File: src/rtl/hvac_pkg.sv
`default_nettype none
// ---------------------------------------------------------------------------
// hvac_pkg : shared types for the HVAC zone scheduler
// Rev 1.0
// ---------------------------------------------------------------------------
package hvac_pkg;

  typedef enum logic [1:0] {
    IDLE = 2'd0,
    RUN  = 2'd1,
    DEAD = 2'd2
  } state_t;

  typedef enum logic {
    MODE_HEAT = 1'b0,
    MODE_COOL = 1'b1
  } mode_t;

endpackage
`default_nettype wire

File: src/rtl/hvac_zone_scheduler_rr_picker.sv
`default_nettype none
// ---------------------------------------------------------------------------
// rr_picker : first set request at or above ptr, wrapping modulo NZONES
// Rev 1.0
// ---------------------------------------------------------------------------
module rr_picker
  import hvac_pkg::*;
#(
  parameter int NZONES = 4,
  parameter int ZW     = $clog2(NZONES)
) (
  input  logic [NZONES-1:0] req,
  input  logic [ZW-1:0]     ptr,
  output logic              valid,
  output logic [ZW-1:0]     idx
);

  logic [ZW:0] w_j;

  // Walk offsets from farthest to nearest so the nearest requester wins.
  always_comb begin
    valid = 1'b0;
    idx   = '0;
    w_j   = '0;
    for (int k = NZONES - 1; k >= 0; k--) begin
      w_j = {1'b0, ptr} + (ZW+1)'(k);
      if (w_j >= (ZW+1)'(NZONES)) begin
        w_j = w_j - (ZW+1)'(NZONES);
      end
      if (req[w_j[ZW-1:0]]) begin
        valid = 1'b1;
        idx   = w_j[ZW-1:0];
      end
    end
  end

endmodule
`default_nettype wire

File: src/rtl/hvac_zone_scheduler.sv
`default_nettype none
// ---------------------------------------------------------------------------
// hvac_zone_scheduler : round-robin sharing of one heat/cool plant by zones
// Rev 1.0
// ---------------------------------------------------------------------------
module hvac_zone_scheduler
  import hvac_pkg::*;
#(
  parameter int NZONES  = 4,
  parameter int MIN_RUN = 16,
  parameter int MAX_RUN = 64,
  parameter int DEAD    = 4
) (
  input  logic              clk,
  input  logic              rst_n,
  input  logic [NZONES-1:0] heat_req,
  input  logic [NZONES-1:0] cool_req,
  output logic              plant_heat,
  output logic              plant_cool,
  output logic [NZONES-1:0] zone_sel,
  output logic              busy
);

  localparam int c_ZW = $clog2(NZONES);
  localparam int c_RW = (MAX_RUN > 1) ? $clog2(MAX_RUN) : 1;
  localparam int c_DW = $clog2(DEAD + 1);

  localparam logic [c_RW-1:0] c_RUN_SAT   = c_RW'(MAX_RUN - 1);
  localparam logic [c_RW-1:0] c_RUN_MIN   = c_RW'(MIN_RUN - 1);
  localparam logic [c_DW-1:0] c_DEAD_LAST = c_DW'(DEAD - 1);
  localparam logic [c_ZW-1:0] c_ZLAST     = c_ZW'(NZONES - 1);

  state_t            r_state;
  mode_t             r_mode;
  logic [c_ZW-1:0]   r_gz;
  logic [c_ZW-1:0]   r_ptr;
  logic [c_RW-1:0]   r_run_cnt;
  logic [c_DW-1:0]   r_dead_cnt;

  logic [NZONES-1:0] w_zreq;
  logic              w_pick_valid;
  logic [c_ZW-1:0]   w_pick_idx;
  logic [NZONES-1:0] w_gz_onehot;
  logic              w_own_req;
  logic              w_other_req;
  logic              w_release;
  logic [c_ZW-1:0]   w_ptr_next;

  assign w_zreq      = heat_req | cool_req;
  assign w_gz_onehot = {{(NZONES-1){1'b0}}, 1'b1} << r_gz;
  assign w_own_req   = (r_mode == MODE_HEAT) ? heat_req[r_gz] : cool_req[r_gz];
  assign w_other_req = |(w_zreq & ~w_gz_onehot);
  assign w_ptr_next  = (r_gz == c_ZLAST) ? '0 : r_gz + 1'b1;

  // Minimum run satisfied and own request gone, or quantum spent under contention.
  assign w_release = ((r_run_cnt >= c_RUN_MIN) && !w_own_req) ||
                     ((r_run_cnt == c_RUN_SAT) && w_other_req);

  rr_picker #(
    .NZONES (NZONES),
    .ZW     (c_ZW)
  ) u_picker (
    .req   (w_zreq),
    .ptr   (r_ptr),
    .valid (w_pick_valid),
    .idx   (w_pick_idx)
  );

  // Outputs are a registered image of the current state, one cycle behind it.
  always_ff @(posedge clk) begin
    if (!rst_n) begin
      r_state    <= hvac_pkg::IDLE;
      r_mode     <= MODE_HEAT;
      r_gz       <= '0;
      r_ptr      <= '0;
      r_run_cnt  <= '0;
      r_dead_cnt <= '0;
      plant_heat <= 1'b0;
      plant_cool <= 1'b0;
      zone_sel   <= '0;
      busy       <= 1'b0;
    end else begin
      plant_heat <= (r_state == hvac_pkg::RUN) && (r_mode == MODE_HEAT);
      plant_cool <= (r_state == hvac_pkg::RUN) && (r_mode == MODE_COOL);
      zone_sel   <= (r_state == hvac_pkg::RUN) ? w_gz_onehot : '0;
      busy       <= (r_state != hvac_pkg::IDLE);

      case (r_state)
        hvac_pkg::IDLE: begin
          if (w_pick_valid) begin
            r_gz      <= w_pick_idx;
            r_mode    <= heat_req[w_pick_idx] ? MODE_HEAT : MODE_COOL;
            r_run_cnt <= '0;
            r_state   <= hvac_pkg::RUN;
          end
        end
        hvac_pkg::RUN: begin
          if (w_release) begin
            r_state    <= hvac_pkg::DEAD;
            r_dead_cnt <= '0;
            r_ptr      <= w_ptr_next;
          end else if (r_run_cnt != c_RUN_SAT) begin
            r_run_cnt <= r_run_cnt + 1'b1;
          end
        end
        hvac_pkg::DEAD: begin
          if (r_dead_cnt == c_DEAD_LAST) begin
            r_state <= hvac_pkg::IDLE;
          end else begin
            r_dead_cnt <= r_dead_cnt + 1'b1;
          end
        end
        default: r_state <= hvac_pkg::IDLE;
      endcase
    end
  end

endmodule
`default_nettype wire

File: config.mk
export PLATFORM = sky130hd
export DESIGN_NAME = hvac_zone_scheduler
export DESIGN_NICKNAME = d
export VERILOG_FILES = /design/src/rtl/hvac_pkg.sv /design/src/rtl/hvac_zone_scheduler_rr_picker.sv /design/src/rtl/hvac_zone_scheduler.sv
export SDC_FILE = /design/constraint.sdc
export NUM_CORES = 1
export LEC_CHECK = 0
export ABC_AREA = 1
export CAP_MARGIN = 20
export CELL_PAD_IN_SITES_DETAIL_PLACEMENT = 0
export CELL_PAD_IN_SITES_GLOBAL_PLACEMENT = 2
export CORE_MARGIN = 2
export CORE_UTILIZATION = 34
export CTS_BUF_LIST = sky130_fd_sc_hd__clkbuf_2
export CTS_CLUSTER_DIAMETER = 150
export CTS_CLUSTER_SIZE = 20
export DETAILED_ROUTE_END_ITERATION = 8
export GPL_TIMING_DRIVEN = 0
export PLACE_DENSITY_LB_ADDON = 0.08
export SLEW_MARGIN = 20
export SYNTH_ARGS = -nofsm -noshare
export SYNTH_HDL_FRONTEND = slang
export SYNTH_SLANG_ARGS = --single-unit
File: constraint.sdc
create_clock -name clk -period 4.7 [get_ports clk]
set_input_delay 1.175 -clock clk [delete_from_list [all_inputs] [get_ports clk]]
set_output_delay 1.175 -clock clk [all_outputs]
set_load 0.005 [all_outputs]
; ---- Word level (Yosys, flattened, before mapping)
; Index checks and enable logic that the tools add are counted.
[op_classes]
addsub = 10
n_lt_le_gt_ge = 11
n_eq_ne = 12
shift = 1
mux = 40
n_bitwise = 4
reduce_logical = 17
[op_table]
columns = cell, count
row1 = 2-bit two-way mux, 12
row2 = "2-bit by 3-bit less-than comparator with 1-bit output, second input constant", 6
row3 = 6-bit two-way mux, 3
row4 = 1-bit binary-select mux with 2-bit select, 7
row5 = 1-bit two-way mux, 13
row6 = 6-bit case mux with 2 select lines, 1
row7 = "3-bit >= comparator, second input constant", 3
row8 = "2-bit != test, second input constant", 4
row9 = "2-bit by 1-bit subtractor with 2-bit output, second input constant", 4
row10 = "2-bit by 2-bit adder with 3-bit output, second input constant", 2
row11 = "6-bit by 1-bit adder with 6-bit output, second input constant", 1
row12 = "6-bit equality test, second input constant", 1
row13 = "6-bit by 4-bit >= comparator with 1-bit output, second input constant", 1
row14 = 3-bit two-way mux, 2
row15 = "6-bit != test, second input constant", 1
row16 = 2-bit case mux with 3 select lines, 1
row17 = 3-bit case mux with 2 select lines, 1
row18 = 2-bit AND reduction, 3
row19 = 3-bit AND reduction, 2
row20 = 2-bit nonzero test, 3
row21 = 4-bit AND, 1
row22 = "2-bit equality test, second input constant", 2
row23 = 1-bit logical AND, 4
row24 = "2-bit by 1-bit != test with 1-bit output, second input constant", 2
row25 = 15 further kinds, 15
[word_totals]
regBits = 23
input_bits = 10
out_inout_bits = 7

; ---- Depth between registers and ports, before layout
[depth]
word_depth = 12
mapped_depth = 15

; ---- Hierarchy
; A second synthesis with hierarchy kept.
[hier_totals]
hier_cells = 219
area_unflattened_um2 = 1481.4
[by_module_without_submodules]
columns = mod, n_inst, cells_each, area_per_inst_um2, seq_area_each_um2
row1 = hvac_zone_scheduler, 1, 173, 1268.7, 460.4
row2 = rr_picker, 1, 46, 212.7, 0.0

; ---- Worst setup path before layout
; Ideal clock, no wire load.
[synth_path]
path_kind = input -> register
start = in heat_req[2]
end = reg r_run_cnt[4]
arrival_time_ns = 2.114
t_required_ns = 4.583
setup_slack_ns = 2.470
stages = 14
n_path_buf = 0
cell_sequence = nor2_2 nand2_2 nand2_1 inv_2 nand2_1 nand2_1 nor2_2 nand2_2 nand2_4 nand2_4 nand2_4 nand2_1 nand2_1 nor2_1
[synth_via]
elab_chain_len = 9
[synth_rtl]
columns = item, line_no
row1 = "start, declared", hvac_zone_scheduler.sv:16  ; input logic [NZONES-1:0] heat_req,
row2 = 4-bit OR, hvac_zone_scheduler.sv:49  ; assign w_zreq = heat_req | cool_req;
row3 = 1-bit binary-select mux with 2-bit select, hvac_zone_scheduler_rr_picker.sv:30  ; if (req[w_j[ZW-1:0]]) begin
row4 = 1-bit two-way mux (implied by the code), hvac_zone_scheduler_rr_picker.sv:30
row5 = 1-bit two-way mux (4 in a row), hvac_zone_scheduler_rr_picker.sv:30
row6 = 2-bit by 1-bit != test with 1-bit output (no line), -
row7 = 4-bit AND reduction (no line) *, -
row8 = "end signal, assigned", hvac_zone_scheduler.sv:103  ; r_run_cnt <= r_run_cnt + 1'b1;
row9 = "end, declared", hvac_zone_scheduler.sv:37  ; logic [c_RW-1:0] r_run_cnt;
; Mark *: on every way between the ends. The rest lies on a longest branch, timed or not. The select of a mux whose other input is x is not followed.
; A chain may end at the register's enable or synchronous reset.

; ---- Worst setup path after layout
[layout_path]
start = in heat_req[0]
end = reg r_run_cnt[1]
; Same word-level chain as after synthesis.

==> results.md <==
* Setup bufs post-CTS at 0
* Final setup fails at 0
* IO Pins at 17
* DRC at 0
* Post-CTS sizing at 0
* CTS max path bufs at 2
* Grt ovf at 0
* CTS tree: yes
* Crit end category: flip-flop
* Pins Over Slew Limit at 0
* Final hold vios at 0
* CP required at 4970 ps
* Syn Nets at 221
* Clk slew on worst S/H paths at 210 ps
* Achievable Freq at 374 MHz
* Row Count at 23
* Max Cap Viol at 0
* Port-buffer cells at 15
* Fin util at 40.7%
* Worst Setup Start Kind: primary input
* Maximum vdd drop at 0.131 mV
* Worst-Skew Late Latency at 320 ps
* Largest net degree at the start of global routing at 13
* First-pass GRT wire length at 5290 um
* Hold Path Class: flip-flop to flip-flop
* Wire per inst at 11.8 um
* Tot Pwr at 0.363 mW
* RSZ-0062 raised after global routing: false
* Worst setup margin at 2030 ps
* Top post-synthesis cells by area: dfxtp_1, nand2_1, nand3_1
* Vias in the first global route at 1,178
* Yosys reg bits at 23
* Seq/Total Area, Yosys at 33.6%
* DP Worst Slack at 1700 ps
* Worst-margin pin slew at 365 ps
* Core Region at 0.00394 sq mm
* Global placement routability congestion at 0.801
* Final nets at 241
* Unique cell type count in the Yosys netlist at 25
* Initial Util at 34.8%
* Via count at 1,284
* WHS Endpoint: r_run_cnt[5]$_SDFFE_PN0P_
* Clk_skew at 3.88 ps
* Reg2reg end: r_dead_cnt[1]$_SDFFE_PN0P_
* Mapped cell area at 0.00137 sq mm
* ANT cells at 0
* Die W at 67.5 um
* Post-synth top area share at 33.6%
* Die height at 67.5 um
* Detailed Place HPWL at 2540 um
* Synthesized area per cell at 6.72 sq um
* Clock sinks at 23
* Most frequent cells in the layout: nand2_1, inv_1, nor2_1
* Min-delay src: r_run_cnt[5]$_SDFFE_PN0P_
* Most common cell after layout, fill and taps aside: nand2_1
* Layout cell share with drive strength beyond 1 at 9.87%
* Critical path class: primary input to flip-flop
* Power Density at 226 mW/mm^2
* Rel. slew slack at 75.4%
* Area of the die at 0.00455 sq mm
* Status: finished, final reports clean
* Total track usage at 15.5%
* Setup TNS at 0 ps
* Num CTS Buffers at 3
* Leakage Power at 0.721 nW
* Antenna violations before repair at 0
* Worst R2R Start: r_gz[0]$_SDFFE_PN0P_
* Final WL at 3220 um
* Arrival time at the worst endpoint at 2940 ps
* Syn Inst Count at 204
* Hold buffers post-CTS at 0
* Root buffer cell: clkbuf_2
* Flop-to-flop setup slack at 2730 ps
* Area delta synth->final at 17.0%
* CP max FO at 7
* Leading area contributor after synthesis: dfxtp_1
* Register-to-Register Path Depth at 10
* Via-to-Cell Ratio at 4.70
* CTS H-tree lvls at 1
* Drt first pass iters at 4
* Worst Hold Depth at 2
* 1st-iter DRT viols at 66
* Fin crit share at 56.9%
* Final Critical Period at 2670 ps
* Antenna-violating nets left at 0
* Yosys warnings at 0
==> synthesized netlist by cell type (all sizes together) <==
master	instances
xor2	2
o22ai	3
o21ai	10
a21oi	10
a211oi	1
or2	1
nor3	4
nand4	3
xnor2	2
inv	30
ha	7
nand3	25
nand2	50
dfxtp	23
nor2	30
buf	3
==> stage by stage <==
stage | cell area [sq um] | instances | hold WS (ps)
6_report | 1600 | 273 | 478
5_1_grt | 1600 | 273 | 518
4_1_cts | 1600 | 273 | 485
3_5_place_dp | 1580 | 269 | 461
3_3_place_gp | 1580 | 269 | 448
2_1_floorplan | 1370 | 204 | 426
==> sequential cells by signal, summed over array words and instances, names as in the netlist <==
signal      cells
r_ptr           2
r_mode          1
r_state         2
r_dead_cnt      3
plant_cool      1
busy            1
plant_heat      1
zone_sel        4
r_gz            2
r_run_cnt       6
==> per-layer routing <==
layer / track usage [%] / vias to the layer above / wire, um
met2: 26.7 / 16 / 1550
met1: 19.8 / 574 / 1540
met4: 6.12 / 0 / 25
li1: - / 692 / -
met5: 0 / - / 0
met3: 1.50 / 2 / 103
==> cells by family (layout without fill, tap and decap cells) <==
kind of cell    Yosys count  after routing  share of synthesized area, %
fa+ha+maj                 7              7                          6.39
simple gates            113            113                          38.0
compound gates           24             24                          9.50
flops                    23             23                          33.6
buf+inv                  33             52                          9.95
xor+xnor                  4              4                          2.56
==> worst max path at each step <==
stage | slack [ps] | to | from
after floorplan | 2470 | r_run_cnt[4]$_SDFFE_PN0P_ | heat_req[2]
after global placement | 1680 | r_run_cnt[4]$_SDFFE_PN0P_ | heat_req[0]
after detailed placement | 1700 | r_run_cnt[1]$_SDFFE_PN0P_ | heat_req[2]
after CTS | 2060 | r_run_cnt[1]$_SDFFE_PN0P_ | heat_req[0]
after global routing | 1880 | r_run_cnt[0]$_SDFFE_PN0P_ | heat_req[0]
final | 2030 | r_run_cnt[1]$_SDFFE_PN0P_ | heat_req[0]
==> final cells by class <==
| type | count | area (sq um) |
|---|---|---|
| inverter | 30 | 113 |
| timing repair buffer | 15 | 150 |
| clock buffer | 4 | 20.0 |
| multi-input combinational | 148 | 773 |
| sequential | 23 | 460 |
| tap | 50 | 62.6 |
| buffer | 3 | 23.8 |
| fill | 415 | 2340 |
==> power by group <==
part	internal [mW]	total, mW	switching, mW
Clock	0.0225	0.0801	0.0576
Combinational	0.0296	0.0733	0.0437
Sequential	0.204	0.210	0.00600
==> worst max-delay path: stages <==
cell and delay, ps:
clkdlybuf4s50_1 440, nor2_1 290, nand2_1 120, nand3_1 110, nand2_1 80, nor2_1 140
nand2_2 110, nand2_4 80, nand2_4 80, nand2_4 100, nand2_1 60, a21oi_1 150
(Power assumes the default switching activity.)
